===== config.mk =====
export PLATFORM = sky130hd
export DESIGN_NAME = fpu_seq_ctrl
export DESIGN_NICKNAME = d
export VERILOG_FILES = /design/src/rtl/fpu_pkg.sv /design/src/rtl/fpu_rm_resolve.sv /design/src/rtl/fpu_seq_ctrl.sv
export SDC_FILE = /design/constraint.sdc
export NUM_CORES = 1
export LEC_CHECK = 0
export ABC_AREA = 1
export BUFFER_PORTS_ARGS = -buffer_cell sky130_fd_sc_hd__buf_4
export CORE_ASPECT_RATIO = 0.6
export CORE_MARGIN = 2
export CORE_UTILIZATION = 40
export CTS_BUF_LIST = sky130_fd_sc_hd__clkbuf_8
export DETAILED_ROUTE_END_ITERATION = 7
export GPL_TIMING_DRIVEN = 0
export PLACE_DENSITY = 0.67
export SYNTH_ARGS = -nofsm -noshare
export SYNTH_HDL_FRONTEND = slang
export SYNTH_SLANG_ARGS = --single-unit
export TNS_END_PERCENT = 30

===== constraint.sdc =====
create_clock -name CLK -period 3.4 [get_ports CLK]
set_input_delay 0.17 -clock CLK [delete_from_list [all_inputs] [get_ports CLK]]
set_output_delay 0.17 -clock CLK [all_outputs]
set_load 0.01 [all_outputs]

===== src/rtl/fpu_pkg.sv =====
// Shared types and constants for the FPU extension execute-stage sequencer.
package fpu_pkg;

    typedef enum logic [1:0] {
        IDLE = 2'd0,
        EXEC = 2'd1,
        MEM  = 2'd2,
        WB   = 2'd3
    } fpu_seq_state_t;

    typedef enum logic [1:0] {
        FU_ADD = 2'd0,
        FU_SUB = 2'd1,
        FU_MUL = 2'd2,
        FU_DIV = 2'd3
    } fu_op_t;

    localparam logic [6:0] FUNCT7_FADD = 7'b0000000;
    localparam logic [6:0] FUNCT7_FSUB = 7'b0000100;
    localparam logic [6:0] FUNCT7_FMUL = 7'b0001000;
    localparam logic [6:0] FUNCT7_FDIV = 7'b0001100;

    localparam logic [2:0] RM_DYN = 3'b111;

    typedef struct packed {
        logic nv;
        logic dz;
        logic of;
        logic uf;
        logic nx;
    } fflags_t;

    // Encodings 101..111 are reserved once the dynamic mode has been resolved.
    function automatic logic rm_is_legal(input logic [2:0] rm);
        return rm < 3'd5;
    endfunction

endpackage


===== src/rtl/fpu_rm_resolve.sv =====
// Resolves the instruction rounding mode against fcsr.frm and flags reserved results.
module fpu_rm_resolve
    import fpu_pkg::*;
(
    input  logic [2:0] frm_insn,
    input  logic [2:0] csr_frm,
    output logic [2:0] rm,
    output logic       rm_illegal
);

    always_comb begin
        rm         = (frm_insn == RM_DYN) ? csr_frm : frm_insn;
        rm_illegal = !rm_is_legal(rm);
    end

endmodule


===== src/rtl/fpu_seq_ctrl.sv =====
// Execute-stage sequencer: issues FP arithmetic to the shared unit or FLW/FSW to the
// memory port, generates the FP register-file write and accrues fflags.
module fpu_seq_ctrl
    import fpu_pkg::*;
#(
    parameter int unsigned ADD_LAT = 3,
    parameter int unsigned MUL_LAT = 4,
    parameter int unsigned DIV_LAT = 12,
    parameter int unsigned CNT_W   = 4
) (
    input  logic        CLK,
    input  logic        nRST,
    input  logic        start,
    input  logic [6:0]  funct7,
    input  logic [2:0]  frm_insn,
    input  logic        load,
    input  logic        store,
    input  logic [4:0]  rd,
    input  logic [11:0] imm,
    input  logic [31:0] rs1_data,
    input  logic [31:0] fs2_data,
    input  logic [2:0]  csr_frm,
    input  logic        fflags_clear,
    input  logic [4:0]  fu_flags,
    input  logic        mem_busy,
    input  logic [31:0] mem_rdata,
    output logic        busy,
    output logic        done,
    output logic        illegal,
    output logic        fu_start,
    output logic [1:0]  fu_op,
    output logic [2:0]  fu_rm,
    output logic        mem_ren,
    output logic        mem_wen,
    output logic [31:0] mem_addr,
    output logic [31:0] mem_wdata,
    output logic        frf_wen,
    output logic [4:0]  frf_waddr,
    output logic        frf_sel_mem,
    output logic [4:0]  fflags
);

    fpu_seq_state_t   state_q, state_d;
    logic [CNT_W-1:0] cnt_q, cnt_d;
    fu_op_t           op_q, op_d;
    logic [2:0]       rm_q, rm_d;
    logic             is_load_q, is_load_d;
    logic             is_store_q, is_store_d;
    logic [4:0]       rd_q, rd_d;
    logic [31:0]      addr_q, addr_d;
    logic [31:0]      wdata_q, wdata_d;
    fflags_t          fflags_q, fflags_d;

    fu_op_t           dec_op;
    logic             funct7_ok;
    logic [CNT_W-1:0] lat_m1;
    logic [2:0]       res_rm;
    logic             rm_bad;
    logic             idle, is_mem, issue_bad, issue_ok, issue_arith, wb_arith;
    logic [4:0]       flags_kept;

    // Load data is muxed into the register file downstream; only the select is made here.
    logic mem_rdata_unused;
    assign mem_rdata_unused = ^mem_rdata;

    fpu_rm_resolve u_rm_resolve (
        .frm_insn   (frm_insn),
        .csr_frm    (csr_frm),
        .rm         (res_rm),
        .rm_illegal (rm_bad)
    );

    always_comb begin
        funct7_ok = 1'b1;
        dec_op    = FU_ADD;
        unique case (funct7)
            FUNCT7_FADD: dec_op = FU_ADD;
            FUNCT7_FSUB: dec_op = FU_SUB;
            FUNCT7_FMUL: dec_op = FU_MUL;
            FUNCT7_FDIV: dec_op = FU_DIV;
            default:     funct7_ok = 1'b0;
        endcase
        unique case (dec_op)
            FU_MUL:  lat_m1 = CNT_W'(MUL_LAT - 1);
            FU_DIV:  lat_m1 = CNT_W'(DIV_LAT - 1);
            default: lat_m1 = CNT_W'(ADD_LAT - 1);
        endcase
    end

    always_comb begin
        idle        = (state_q == IDLE);
        is_mem      = load || store;
        issue_bad   = idle && start && ((load && store) || (!is_mem && (!funct7_ok || rm_bad)));
        issue_ok    = idle && start && !issue_bad;
        issue_arith = issue_ok && !is_mem;
        wb_arith    = (state_q == WB) && !is_load_q;
    end

    always_comb begin
        state_d    = state_q;
        cnt_d      = cnt_q;
        op_d       = op_q;
        rm_d       = rm_q;
        is_load_d  = is_load_q;
        is_store_d = is_store_q;
        rd_d       = rd_q;
        addr_d     = addr_q;
        wdata_d    = wdata_q;

        flags_kept = fflags_clear ? 5'b0 : fflags_q;
        fflags_d   = fflags_t'(flags_kept | (wb_arith ? fu_flags : 5'b0));

        unique case (state_q)
            IDLE: begin
                if (issue_ok) begin
                    is_load_d  = load;
                    is_store_d = store;
                    if (load) begin
                        addr_d  = rs1_data + {{20{imm[11]}}, imm};
                        rd_d    = rd;
                        state_d = MEM;
                    end else if (store) begin
                        addr_d  = rs1_data + {{20{imm[11]}}, imm};
                        wdata_d = fs2_data;
                        state_d = MEM;
                    end else begin
                        op_d    = dec_op;
                        rm_d    = res_rm;
                        rd_d    = rd;
                        cnt_d   = lat_m1;
                        // Result is valid LAT cycles after launch, so a 1-cycle op skips EXEC.
                        state_d = (lat_m1 == '0) ? WB : EXEC;
                    end
                end
            end
            EXEC: begin
                cnt_d = cnt_q - CNT_W'(1);
                if (cnt_d == '0) begin
                    state_d = WB;
                end
            end
            MEM: begin
                if (!mem_busy) begin
                    state_d = is_load_q ? WB : IDLE;
                end
            end
            WB: begin
                state_d = IDLE;
            end
            default: state_d = IDLE;
        endcase
    end

    always_ff @(posedge CLK or negedge nRST) begin
        if (!nRST) begin
            state_q    <= IDLE;
            cnt_q      <= '0;
            op_q       <= FU_ADD;
            rm_q       <= '0;
            is_load_q  <= 1'b0;
            is_store_q <= 1'b0;
            rd_q       <= '0;
            addr_q     <= '0;
            wdata_q    <= '0;
            fflags_q   <= '0;
        end else begin
            state_q    <= state_d;
            cnt_q      <= cnt_d;
            op_q       <= op_d;
            rm_q       <= rm_d;
            is_load_q  <= is_load_d;
            is_store_q <= is_store_d;
            rd_q       <= rd_d;
            addr_q     <= addr_d;
            wdata_q    <= wdata_d;
            fflags_q   <= fflags_d;
        end
    end

    // Issue-cycle outputs come straight from decode so the stall and launch land in that cycle.
    always_comb begin
        busy        = idle ? issue_ok : 1'b1;
        illegal     = issue_bad;
        fu_start    = issue_arith;
        fu_op       = '0;
        fu_rm       = '0;
        if (issue_arith) begin
            fu_op = dec_op;
            fu_rm = res_rm;
        end else if (state_q == EXEC || state_q == WB) begin
            fu_op = op_q;
            fu_rm = rm_q;
        end
        done        = (state_q == WB) || ((state_q == MEM) && is_store_q && !mem_busy);
        mem_ren     = (state_q == MEM) && is_load_q;
        mem_wen     = (state_q == MEM) && is_store_q;
        mem_addr    = addr_q;
        mem_wdata   = wdata_q;
        frf_wen     = (state_q == WB);
        frf_waddr   = rd_q;
        frf_sel_mem = (state_q == WB) && is_load_q;
        fflags      = fflags_q;
    end

endmodule


## Word-level counts from Yosys, hierarchy flattened

Index checks and enable logic that the tools add are counted.

- Add/subtract/negate cells: 2
- Order comparisons: 1
- Eq/ne operators: 15
- Multiplexer cells: 27
- Bitwise gates (word level): 3
- Reductions and logical operators: 36

Operators by type and width:

| operator | number |
|---|---|
| 32-bit 2-to-1 mux | 2 |
| 32-bit adder | 1 |
| 5-bit 2-to-1 mux | 4 |
| 2-bit 2-to-1 mux | 9 |
| 4-bit case mux with 2 select lines | 2 |
| 7-bit by 4-bit == test with 1-bit output, second input constant | 2 |
| 4-bit 2-to-1 mux | 3 |
| 4-bit AND reduction | 3 |
| 1-bit logical AND | 11 |
| 2-bit != test, second input constant | 5 |
| 3-bit 2-to-1 mux | 3 |
| 3-bit AND reduction | 3 |
| 2-bit == test, second input constant | 4 |
| 4-bit logical NOT | 2 |
| 2-bit case mux with 4 select lines | 1 |
| 7-bit by 3-bit == test with 1-bit output, second input constant | 1 |
| 7-bit logical NOT | 1 |
| 1-bit logical NOT | 6 |
| 2-bit case mux with 3 select lines | 1 |
| 1-bit logical OR | 5 |
| 5-bit bitwise OR | 1 |
| 2-bit nonzero test | 2 |
| 4-bit OR reduction | 1 |
| 4-bit by 1-bit subtractor with 4-bit output, second input constant | 1 |
| 8 further kinds | 10 |

- Register bits after elaboration: 87
- Input port bits: 138
- Output and inout bits: 87
- Logic and storage cells: 98

## Depth between registers and ports, before layout

Gate-level depths: netlist (run 1).

- Depth in word-level cells: 12
- Gate-level depth with buffers: 14

## Modules after synthesis

Synthesis (run 1) repeated with hierarchy kept, for this count alone.

- Cells, all modules: 841
- Area, all modules: 5963.2 um^2

Modules (own cells, without submodules):

| module | times used | cells an instance | area each (um^2) | seq. area each (um^2) |
|---|---|---|---|---|
| fpu_seq_ctrl | 1 | 829 | 5904.4 | 2177.1 |
| fpu_rm_resolve | 1 | 12 | 58.8 | 0.0 |

## Worst setup path before layout (run 1)

No wires, ideal clock.

- Path type: input-to-reg
- From: input imm[0]
- To: register addr_q[28] (netlist: mem_addr[28])
- Library setup time: 0.117 ns
- Data arrival time: 1.472 ns
- Data required time: 3.283 ns
- Path slack: 1.810 ns
- Cell stages on the path: 10
- Buffers on the path: 0
- Path through: ha_1 -> fa_1 -> nand3_1 -> nand3_1 -> nand3_1 -> nand3b_1 -> nand2_1 -> nand3_1 -> nand3_1 -> nand2_1

- Cells in the longest elaborated chain, start to end: 3

RTL lines:

| element | RTL line | source |
|---|---|---|
| from (decl) | fpu_seq_ctrl.sv:19 | `input logic [11:0] imm,` |
| 32-bit adder (*) | fpu_seq_ctrl.sv:119, fpu_seq_ctrl.sv:123 |  |
| 32-bit 2-to-1 mux | fpu_seq_ctrl.sv:122 | `end else if (store) begin` |
| 32-bit 2-to-1 mux (*) | fpu_seq_ctrl.sv:118 | `if (load) begin` |
| to (signal assigned) | fpu_seq_ctrl.sv:174 | `addr_q <= addr_d;` |
| to (decl) | fpu_seq_ctrl.sv:50 | `logic [31:0] addr_q, addr_d;` |

Every way passes the cells marked *; elsewhere a longest branch is shown, timed or not. The select of a mux whose other input is x is not followed.
A chain may end at the register's enable or synchronous reset.

## Worst setup path after layout (run 1)

- From: register state_q[1]
- To: output fu_op[0]

- Cells in the longest elaborated chain, start to end: 7

RTL lines:

| element | RTL line | source |
|---|---|---|
| from (decl) | fpu_seq_ctrl.sv:43 | `fpu_seq_state_t state_q, state_d;` |
| from (signal assigned) | fpu_seq_ctrl.sv:167 | `state_q <= state_d;` |
| 2-bit logical NOT | fpu_seq_ctrl.sv:91 | `idle = (state_q == IDLE);` |
| 1-bit logical AND | fpu_seq_ctrl.sv:93, fpu_seq_ctrl.sv:94 |  |
| 1-bit logical AND | fpu_seq_ctrl.sv:93 | `issue_bad = idle && start && ((load && store) \|\| (!is_mem && (!funct7_ok \|\| rm_bad)));` |
| 1-bit logical NOT | fpu_seq_ctrl.sv:94 | `issue_ok = idle && start && !issue_bad;` |
| 1-bit logical AND | fpu_seq_ctrl.sv:94 |  |
| 1-bit logical AND | fpu_seq_ctrl.sv:95 | `issue_arith = issue_ok && !is_mem;` |
| 2-bit 2-to-1 mux (*) | fpu_seq_ctrl.sv:187 | `if (issue_arith) begin` |
| to (decl) | fpu_seq_ctrl.sv:31 | `output logic [1:0] fu_op,` |

Every way passes the cells marked *; elsewhere a longest branch is shown, timed or not.

==> results by group, run 1 <==
Final layout
  – Post-route design area: 8260 um^2
  – P&R area growth vs syn: 35.3%
  – Fillers: 1411
  – Final nets: 1233
  – ANT cells: 0
  – Post-Route Utilization: 56.1%
  – Share of cells above drive strength 1: 25.0%

Die
  – Chip Height: 99.7 um
  – Row cnt: 34
  – Initial Utilization: 41.5%
  – Full die area: 16300 um^2
  – Core Box Area: 14700 um^2
  – Top-level I/O count: 225
  – Die W: 164 um

Timing
  – Skew final: 0.00982 ns
  – Post-route minimum period: 2.25 ns
  – RSZ-0062 raised after global routing: false
  – Final setup fails: 0
  – Setup TNS: 0 ns
  – F_max: 445 MHz
  – Worst Max-Slew Pin Slew: 1.13 ns
  – Rel. slew slack: 24.9%
  – Final Hold Viols: 0
  – Part of the cycle the worst path needs: 66.1%
  – Setup ws final: 1.15 ns
  – Pins over their slew limit: 0

Synth
  – Synth Instances: 836
  – Syn Area/Cell: 7.30 um^2
  – Post-synthesis register bit count: 87
  – Synth Cell Area: 6110 um^2
  – Adder-cell share of the synthesized area: 7.09%
  – Multiplexer share of the synthesized area: 7.68%
  – Xor/xnor share of the synthesized area: 2.30%
  – Yosys warns: 0
  – Main combinational cell family by area after synthesis: simple AND/OR/NAND/NOR gates
  – Syn_nets: 1008
  – Post-synthesis simple-gate area fraction: 30.7%
  – Share of the synthesized area in compound gates (AO/OA/AOI/OAI): 6.27%
  – Sequential area share after synthesis: 35.7%
  – Distinct cells, synth: 34

Pwr
  – Pwr per Cell Area: 600 nW/um^2
  – Max VDD drop: 0.424 mV
  – Leakage: 4.77 nW

Place
  – Placed Area: 7790 um^2
  – Setup Slack @ Placement: 1.22 ns
  – Routability Congestion: 0.943
  – IO buf count: 192
  – DP HPWL: 14300 um

Worst setup path
  – Maximum fanout along the worst path: 10
  – CP max stage delay: 0.47 ns
  – Worst R2R Setup Slack: 1.66 ns
  – Crit path DAT: 2.08 ns
  – R2r endpoint: mem_addr[23]
  – Crit path launch type: flop
  – Reg-to-reg critical path startpoint: state_q[1]
  – CP max stage cell: dfrtp_1
  – FF-to-FF path depth: 8
  – CP Launch Point: state_q[1]
  – CP Capture Point: fu_op[0]
  – CP cell instances: nor2_4, nand2_2, inv_2, nand4_1, clkinv_1, nand3_1, o21ai_0, buf_4
  – Crit path kind: flop to output pin
  – CP Capture Type: output pin
  – Required time worst endpoint: 3.23 ns

GRT
  – GRT Residual Overflow: 0
  – GRT Total Usage: 21.9%
  – First-pass GRT wire length: 27900 um
  – Initial antenna violation count: 0
  – Vias in the first global route: 5330
  – Largest net degree at the start of global routing: 88

CTS
  – Clk sinks: 87
  – Max H-tree Level: 3
  – Post CTS Setup Buffer Count: 0
  – TritonCTS clock tree: built
  – Hold Buf Count CTS: 7
  – Inserted Clock Buffers: 9
  – Clock root cell: clkbuf_8
  – Post-CTS resize count: 0
  – Clock tree buffer depth: 2
  – Latest clock arrival within the worst-skew pair: 0.37 ns
  – Worst-path clk slew: 0.09 ns

Detailed routing
  – TritonRoute pass-1 iters: 6
  – Vias post-DR: 5938
  – DRC Markers: 0
  – Wirelength, routed: 17800 um
  – Routed WL per cell: 14.1 um
  – ANT nets after route: 0
  – Via density per instance: 4.70
  – Iteration-0 DRC Markers: 455

Outcome
  – Status: finished clean

Hold path
  – Worst Hold Class: input pin to asynchronous set/reset pin

Flow run
  – Max_cap viols: 0
registers in the layout, indices dropped and copies added (netlist names):
register    flops
mem_addr       32
mem_wdata      32
fflags          5
frf_waddr       5
cnt_q           4
rm_q            3
op_q            2
state_q         2
is_load_q       1
is_store_q      1
layout make-up:
class                           count  area (um^2)  share of cell area (%)
Sequential cell                    87         2180                    26.3
Buffer                              9         93.8                    1.14
Timing Repair Buffer              214         1660                    20.1
Inverter                          142          533                    6.45
Tap cell                          198          248                    3.00
Clock buffer                        9          124                    1.50
Multi-Input combinational cell    598         3300                    40.0
Clock inverter                      7          125                    1.51
cells in the mapped netlist:
cell type	number	area, um^2
nand2_1	306	1150
mux2_4	29	435
buf_4	2	15.0
o31ai_1	1	7.51
o211a_1	1	10.0
inv_2	2	7.51
mux2_2	3	33.8
clkinv_1	1	3.75
nand4_2	1	12.5
and3_1	1	6.26
o21ai_2	8	70.1
xor2_1	2	17.5
nor2_2	1	6.26
o21ai_0	25	125
or2_2	1	6.26
dfrtp_1	87	2180
a21o_1	3	22.5
nand3b_1	7	52.6
nor2_1	43	161
fa_1	1	20.0
and2_1	7	43.8
xnor2_1	14	123
inv_1	139	522
nand3_1	64	320
nor2_4	1	11.3
a21oi_1	20	100
nand2_2	2	12.5
nor3_1	8	40.0
o21ai_1	8	40.0
ha_1	33	413
nand4_1	6	37.5
buf_6	7	78.8
o21a_1	1	7.51
nand3_4	1	17.5
critical path: cells and delay by family, from the launching register on:
kind | cells | cell delay (ns)
AOI/OAI and AO/OA | 1 | 0.12
DFF | 1 | 0.47
and+or+nand+nor | 4 | 0.61
buffers and inverters | 3 | 0.52
layer usage:
metal  GRT usage (%)  up-vias  wire (um)
li1                -     3065          -
met1            34.3     2655       9100
met2            29.1      211       6730
met3            7.42        7       1890
met4            3.17        0         84
met5               0        -          0
how the worst min path moves through the flow:
stage,start,end,slack [ns],cells after the start
3_5_place_dp,rd[1],frf_waddr[1],0.38,3
6_report,nRST,fflags[2],0.02,1
4_1_cts,fs2_data[20],mem_wdata[20],0.001,2
2_1_floorplan,nRST,cnt_q[0],-0.13,0
5_1_grt,fs2_data[7],mem_wdata[7],-0.0008,2
3_3_place_gp,rd[4],frf_waddr[4],0.37,3
metrics by stage:
stage	instances	power, mW	hold WS (ns)
floorplan	836	2.94	-0.126
global placement	1226	4.02	0.372
detailed placement	1226	4.05	0.382
CTS	1249	4.99	0.00104
global route	1264	5.33	-0.000815
finish	1264	4.96	0.0190
logic make-up after synthesis:
group                    Yosys count
buffers and inverters            151
AO/OA/AOI/OAI                     67
XOR/XNOR                          16
adder cells (fa/ha/maj)           34
AND/OR/NAND/NOR                  449
flip-flops                        87
multiplexers                      32
cells in the final DEF (no fill, tap or decap), drive strengths merged, types with 8 or more instances in the layout:
| master | count |
|---|---|
| a21oi | 20 |
| dfrtp | 87 |
| dlygate4sd3 | 22 |
| mux2 | 32 |
| nand2 | 308 |
| o21ai | 41 |
| nand3 | 65 |
| xnor2 | 14 |
| inv | 144 |
| nor2 | 45 |
| buf | 201 |
| ha | 33 |
| clkbuf | 9 |
| nor3 | 8 |
where the power goes:
group | switching (mW) | total (mW) | internal, mW | leakage (nW)
Clock | 0.415 | 0.913 | 0.498 | 0.125
Sequential | 0.278 | 1.75 | 1.47 | 1.08
Combinational | 1.12 | 2.30 | 1.18 | 3.57
Power figures use the tool's default switching activity.
==> inputs of run 2 (changes only) <==
PLACE_DENSITY = 0.7   (was 0.67)
clock period = 2 ns   (was 3.4 ns; I/O delays follow)
==> results by group, run 2 (synthesis results as in run 1) <==
Detailed routing
  – Iteration-0 DRC Markers: 460
  – Wirelength, routed: 18200 um
  – Routed WL per cell: 14.1 um
  – ANT nets after route: 0
  – TritonRoute pass-1 iters: 5
  – Vias post-DR: 6065
  – DRC Markers: 0
  – Via density per instance: 4.69

Worst setup path
  – Crit path DAT: 1.79 ns
  – Required time worst endpoint: 1.90 ns
  – CP Capture Type: output pin
  – FF-to-FF path depth: 9
  – Crit path kind: flop to output pin
  – Crit path launch type: flop
  – R2r endpoint: mem_addr[31]
  – Maximum fanout along the worst path: 5
  – Worst R2R Setup Slack: 0.18 ns
  – Reg-to-reg critical path startpoint: state_q[0]
  – CP Launch Point: state_q[0]

Pwr
  – Leakage: 4.88 nW
  – Total power draw: 8.26 mW
  – Max VDD drop: 0.728 mV
  – Pwr per Cell Area: 972 nW/um^2

Flow run
  – Max_cap viols: 0

CTS
  – Worst-path clk slew: 0.10 ns
  – Inserted Clock Buffers: 9
  – Clock root cell: clkbuf_8
  – TritonCTS clock tree: built
  – Max H-tree Level: 3
  – Clock tree buffer depth: 2
  – Latest clock arrival within the worst-skew pair: 0.36 ns
  – Clk sinks: 87

Hold path
  – Worst Hold Class: input pin to flop
  – Hold depth: 3
  – Hold path start: frm_insn[1]
  – Hold worst-path end: rm_q[1]

Final layout
  – Commonest non-fill, non-tap cells in the layout: 306 x nand2_1, 197 x buf_4, 139 x inv_1
  – Area of the multi-input gates: 3310 um^2
  – Share of cells above drive strength 1: 24.9%
  – ANT cells: 0
  – Fillers: 1369
  – Commonest non-fill, non-tap cell in the layout: nand2_1
  – Register area: 2180 um^2
  – Final nets: 1261
  – Post-Route Utilization: 57.7%
  – P&R area growth vs syn: 39.2%

Die
  – Full die area: 16300 um^2
  – Chip Height: 99.7 um
  – Core Box Area: 14700 um^2
  – Row cnt: 34
  – Die W: 164 um
  – Top-level I/O count: 225
  – Initial Utilization: 41.5%

Place
  – IO buf count: 192
  – DP HPWL: 14100 um
  – Routability Congestion: 0.935

Timing
  – Post-route minimum period: 1.89 ns
  – Final setup fails: 0
  – Skew final: 0.0126 ns
  – Hold_ws: 0.0356 ns
  – Final Hold Viols: 0
  – Pins over their slew limit: 0
  – Rel. slew slack: 24.4%
  – Part of the cycle the worst path needs: 94.6%
  – Worst Max-Slew Pin Slew: 1.13 ns
  – F_max: 529 MHz

GRT
  – GRT Total Usage: 22.6%
  – Initial antenna violation count: 0
  – Largest net degree at the start of global routing: 88
  – Vias in the first global route: 5672
  – First-pass GRT wire length: 29200 um
  – GRT Residual Overflow: 0

Outcome
  – Status: finished clean
==> run 2: changes by cell type in the layout (fill, tap and decap cells not counted), sizes merged <==
cell / delta
dlygate4sd3: +23
bufinv: -3
buf: +4
clkinv: +3
inv: +1
==> run 2: worst max path at each step <==
stage                              end  slack (ns)  cells past startpoint
final                         fu_rm[0]        0.11                      8
after global routing          fu_start      -0.002                      7
after CTS                     fu_rm[0]        0.03                      8
after detailed placement  mem_addr[28]       -0.03                     11
after global placement    mem_addr[28]       -0.03                     11
after floorplan           mem_addr[28]        0.48                     10
==> run 2: cell type report <==
class                   instances  area share, %
clock inverters                 7          0.869
well taps                     198           2.91
clock buffers                   9           1.46
flip-flops and latches         87           25.6
repair inverters                1         0.0442
repair buffers                241           22.8
inverters                     142           6.32
multi-input cells             598           38.9
plain buffers                   9           1.10
==> run 2: timing repair <==
item                                   4_1_cts  5_1_grt
endpoints found under the hold margin       52        0
pin swaps                                    1        3
resized for setup                            3        4
hold buffers                                45        0
setup buffers                                2        2
setup endpoints to repair                    5        5
gates cloned                                 1        0
==> run 2: metrics by stage <==
stage	instance area [um^2]	setup WS, ns	setup TNS, ns	cells
2_1_floorplan	6110	0.480	0	836
3_3_place_gp	7790	-0.0326	-0.0326	1226
3_5_place_dp	7790	-0.0311	-0.0311	1226
4_1_cts	8470	0.0333	0	1290
5_1_grt	8500	-0.00183	-0.00183	1292
6_report	8500	0.109	0	1292
==> run 2: worst max-delay path, stage by stage, from the launching register on <==
cell and delay (ns):
dfrtp_1 0.43, nor2_4 0.18, nand2_4 0.10, inv_4 0.09
nand4_1 0.17, clkinv_2 0.13, nand3_1 0.08, o21ai_1 0.11
buf_4 0.15
==> run 2: layer usage <==
| metal | up-vias | part of all wire, % | global-route usage [%] |
|---|---|---|---|
| met5 | - | 0 | 0 |
| met4 | 0 | 0.46 | 3.31 |
| met3 | 6 | 9.2 | 6.01 |
| met2 | 232 | 39 | 31.6 |
| met1 | 2706 | 51 | 35.3 |
| li1 | 3121 | - | - |
==> run 2: where the power goes <==
group	leakage (nW)	switching (mW)	internal [mW]	total [mW]
sequential	1.08	0.470	2.50	2.97
clock	0.101	0.762	0.494	1.26
combinational	3.70	1.96	2.07	4.03
total	4.88	3.19	5.07	8.26
==> inputs of run 3 (changes only) <==
RECOVER_POWER = 25   (was unset)
==> results by group, run 3 (synthesis results as in run 1) <==
Pwr
  – Pwr per Cell Area: 943 nW/um^2
  – Total power draw: 7.79 mW
  – Max VDD drop: 0.644 mV
  – Leakage: 4.63 nW

Final layout
  – P&R area growth vs syn: 35.3%
  – Final nets: 1261
  – Commonest non-fill, non-tap cells in the layout: 306 x nand2_1, 139 x inv_1, 133 x buf_4
  – Fillers: 1445
  – Commonest non-fill, non-tap cell in the layout: nand2_1
  – Register area: 2180 um^2
  – ANT cells: 0
  – Share of cells above drive strength 1: 19.0%
  – Area of the multi-input gates: 3310 um^2
  – Post-Route Utilization: 56.1%
  – Non-Filler Instances: 1292

Timing
  – Final Hold Viols: 0
  – Post-route minimum period: 1.89 ns
  – F_max: 528 MHz
  – Skew final: 0.0136 ns
  – Pins over their slew limit: 0
  – Rel. slew slack: 24.7%
  – Final setup fails: 0
  – Worst Max-Slew Pin Slew: 1.13 ns
  – Setup ws final: 0.106 ns
  – Part of the cycle the worst path needs: 94.7%

GRT
  – Initial antenna violation count: 0
  – First-pass GRT wire length: 29200 um
  – Vias in the first global route: 5672
  – GRT Total Usage: 22.6%
  – Largest net degree at the start of global routing: 88
  – GRT Residual Overflow: 0

Flow run
  – Max_cap viols: 0

CTS
  – Clk sinks: 87
  – Inserted Clock Buffers: 9
  – Clock root cell: clkbuf_8
  – TritonCTS clock tree: built
  – Worst-path clk slew: 0.10 ns
  – Latest clock arrival within the worst-skew pair: 0.36 ns
  – Max H-tree Level: 3
  – Clock tree buffer depth: 2

Die
  – Top-level I/O count: 225
  – Core Box Area: 14700 um^2
  – Chip Height: 99.7 um
  – Row cnt: 34
  – Die W: 164 um
  – Full die area: 16300 um^2
  – Initial Utilization: 41.5%

Worst setup path
  – Crit path DAT: 1.79 ns
  – CP cell instances: nor2_4, nand2_4, inv_4, nand4_1, clkinv_2, nand3_1, o21ai_1, buf_4
  – CP max stage cell: dfrtp_1
  – Crit path kind: flop to output pin
  – Required time worst endpoint: 1.90 ns
  – Worst path bufs/invs: 3
  – CP max stage delay: 0.43 ns
  – Cell family with most CP delay: simple AND/OR/NAND/NOR gates
  – Maximum fanout along the worst path: 5
  – Crit path launch type: flop
  – CP Capture Type: output pin

Detailed routing
  – Routed WL per cell: 14.1 um
  – ANT nets after route: 0
  – DRC Markers: 0
  – Vias post-DR: 6087
  – Wirelength, routed: 18200 um
  – Iteration-0 DRC Markers: 441
  – TritonRoute pass-1 iters: 5
  – Via density per instance: 4.71

Place
  – Dpl cells: 1226
  – DP HPWL: 14100 um
  – IO buf count: 192
  – Setup Slack @ Placement: -0.0311 ns
  – Routability Congestion: 0.935

Outcome
  – Status: finished clean

Hold path
  – Worst Hold Class: input pin to flop
==> run 3: cell count changes in the layout (fill, tap and decap cells not counted), sizes merged <==
cell / previous run / this run
clkbuf: 9 / 73
buf: 205 / 141
==> run 3: routing by layer <==
layer / wire length, um / vias to the layer above / track usage (%)
met1: 9260 / 2739 / 35.3
met3: 1690 / 6 / 6.01
met4: 83 / 0 / 3.31
met2: 7190 / 221 / 31.6
met5: 0 / - / 0
li1: - / 3121 / -
==> run 3: through the flow <==
| stage | hold WS [ns] | instance area [um^2] | TNS (ns) |
|---|---|---|---|
| after detailed placement | 0.309 | 7790 | -0.0311 |
| after global routing | 0.0279 | 8260 | -0.00183 |
| after floorplan | -0.196 | 6110 | 0 |
| after CTS | 0.00462 | 8470 | 0 |
| after global placement | 0.303 | 7790 | -0.0326 |
| final | 0.0363 | 8260 | 0 |
==> run 3: layout make-up <==
cell class,count,share of cell area [%]
clock buffers,9,1.50
inverters,142,6.50
flip-flops and latches,87,26.4
multi-input cells,598,40.0
clock inverters,7,0.894
well taps,198,3.00
plain buffers,9,1.14
repair inverters,1,0.0454
repair buffers,241,20.5
==> run 3: tightest hold or removal path: cells and delay by family <==
family / cells / cell delay [ns]
AO/OA/AOI/OAI: 1 / 0.08
buffers and inverters: 1 / 0.10
AND/OR/NAND/NOR: 1 / 0.08
==> run 3: path summary, 6_finish.rpt <==
check	startpoint	end	slack [ns]	cells past startpoint
setup / recovery	state_q[0]	fu_rm[0]	0.11	8
setup reg to reg	state_q[0]	mem_addr[31]	0.19	9
hold / removal	frm_insn[1]	rm_q[1]	0.04	3
hold reg to reg	cnt_q[1]	cnt_q[1]	0.48	2
min in group asynchronous	nRST	op_q[0]	0.51	2
max in group asynchronous	nRST	state_q[1]	0.74	2
==> run 3: power by group <==
group	switching, mW	internal, mW
Clock	0.761	0.494
Sequential	0.457	2.50
Combinational	1.97	1.62
Total	3.18	4.61
==> run 3: what timing repair did <==
item,in CTS,in global routing
resized for setup,3,4
cloned,1,0
hold buffers,45,0
endpoints found under the hold margin,52,0
pin swaps,1,3
setup endpoints to repair,5,5
setup buffers,2,2
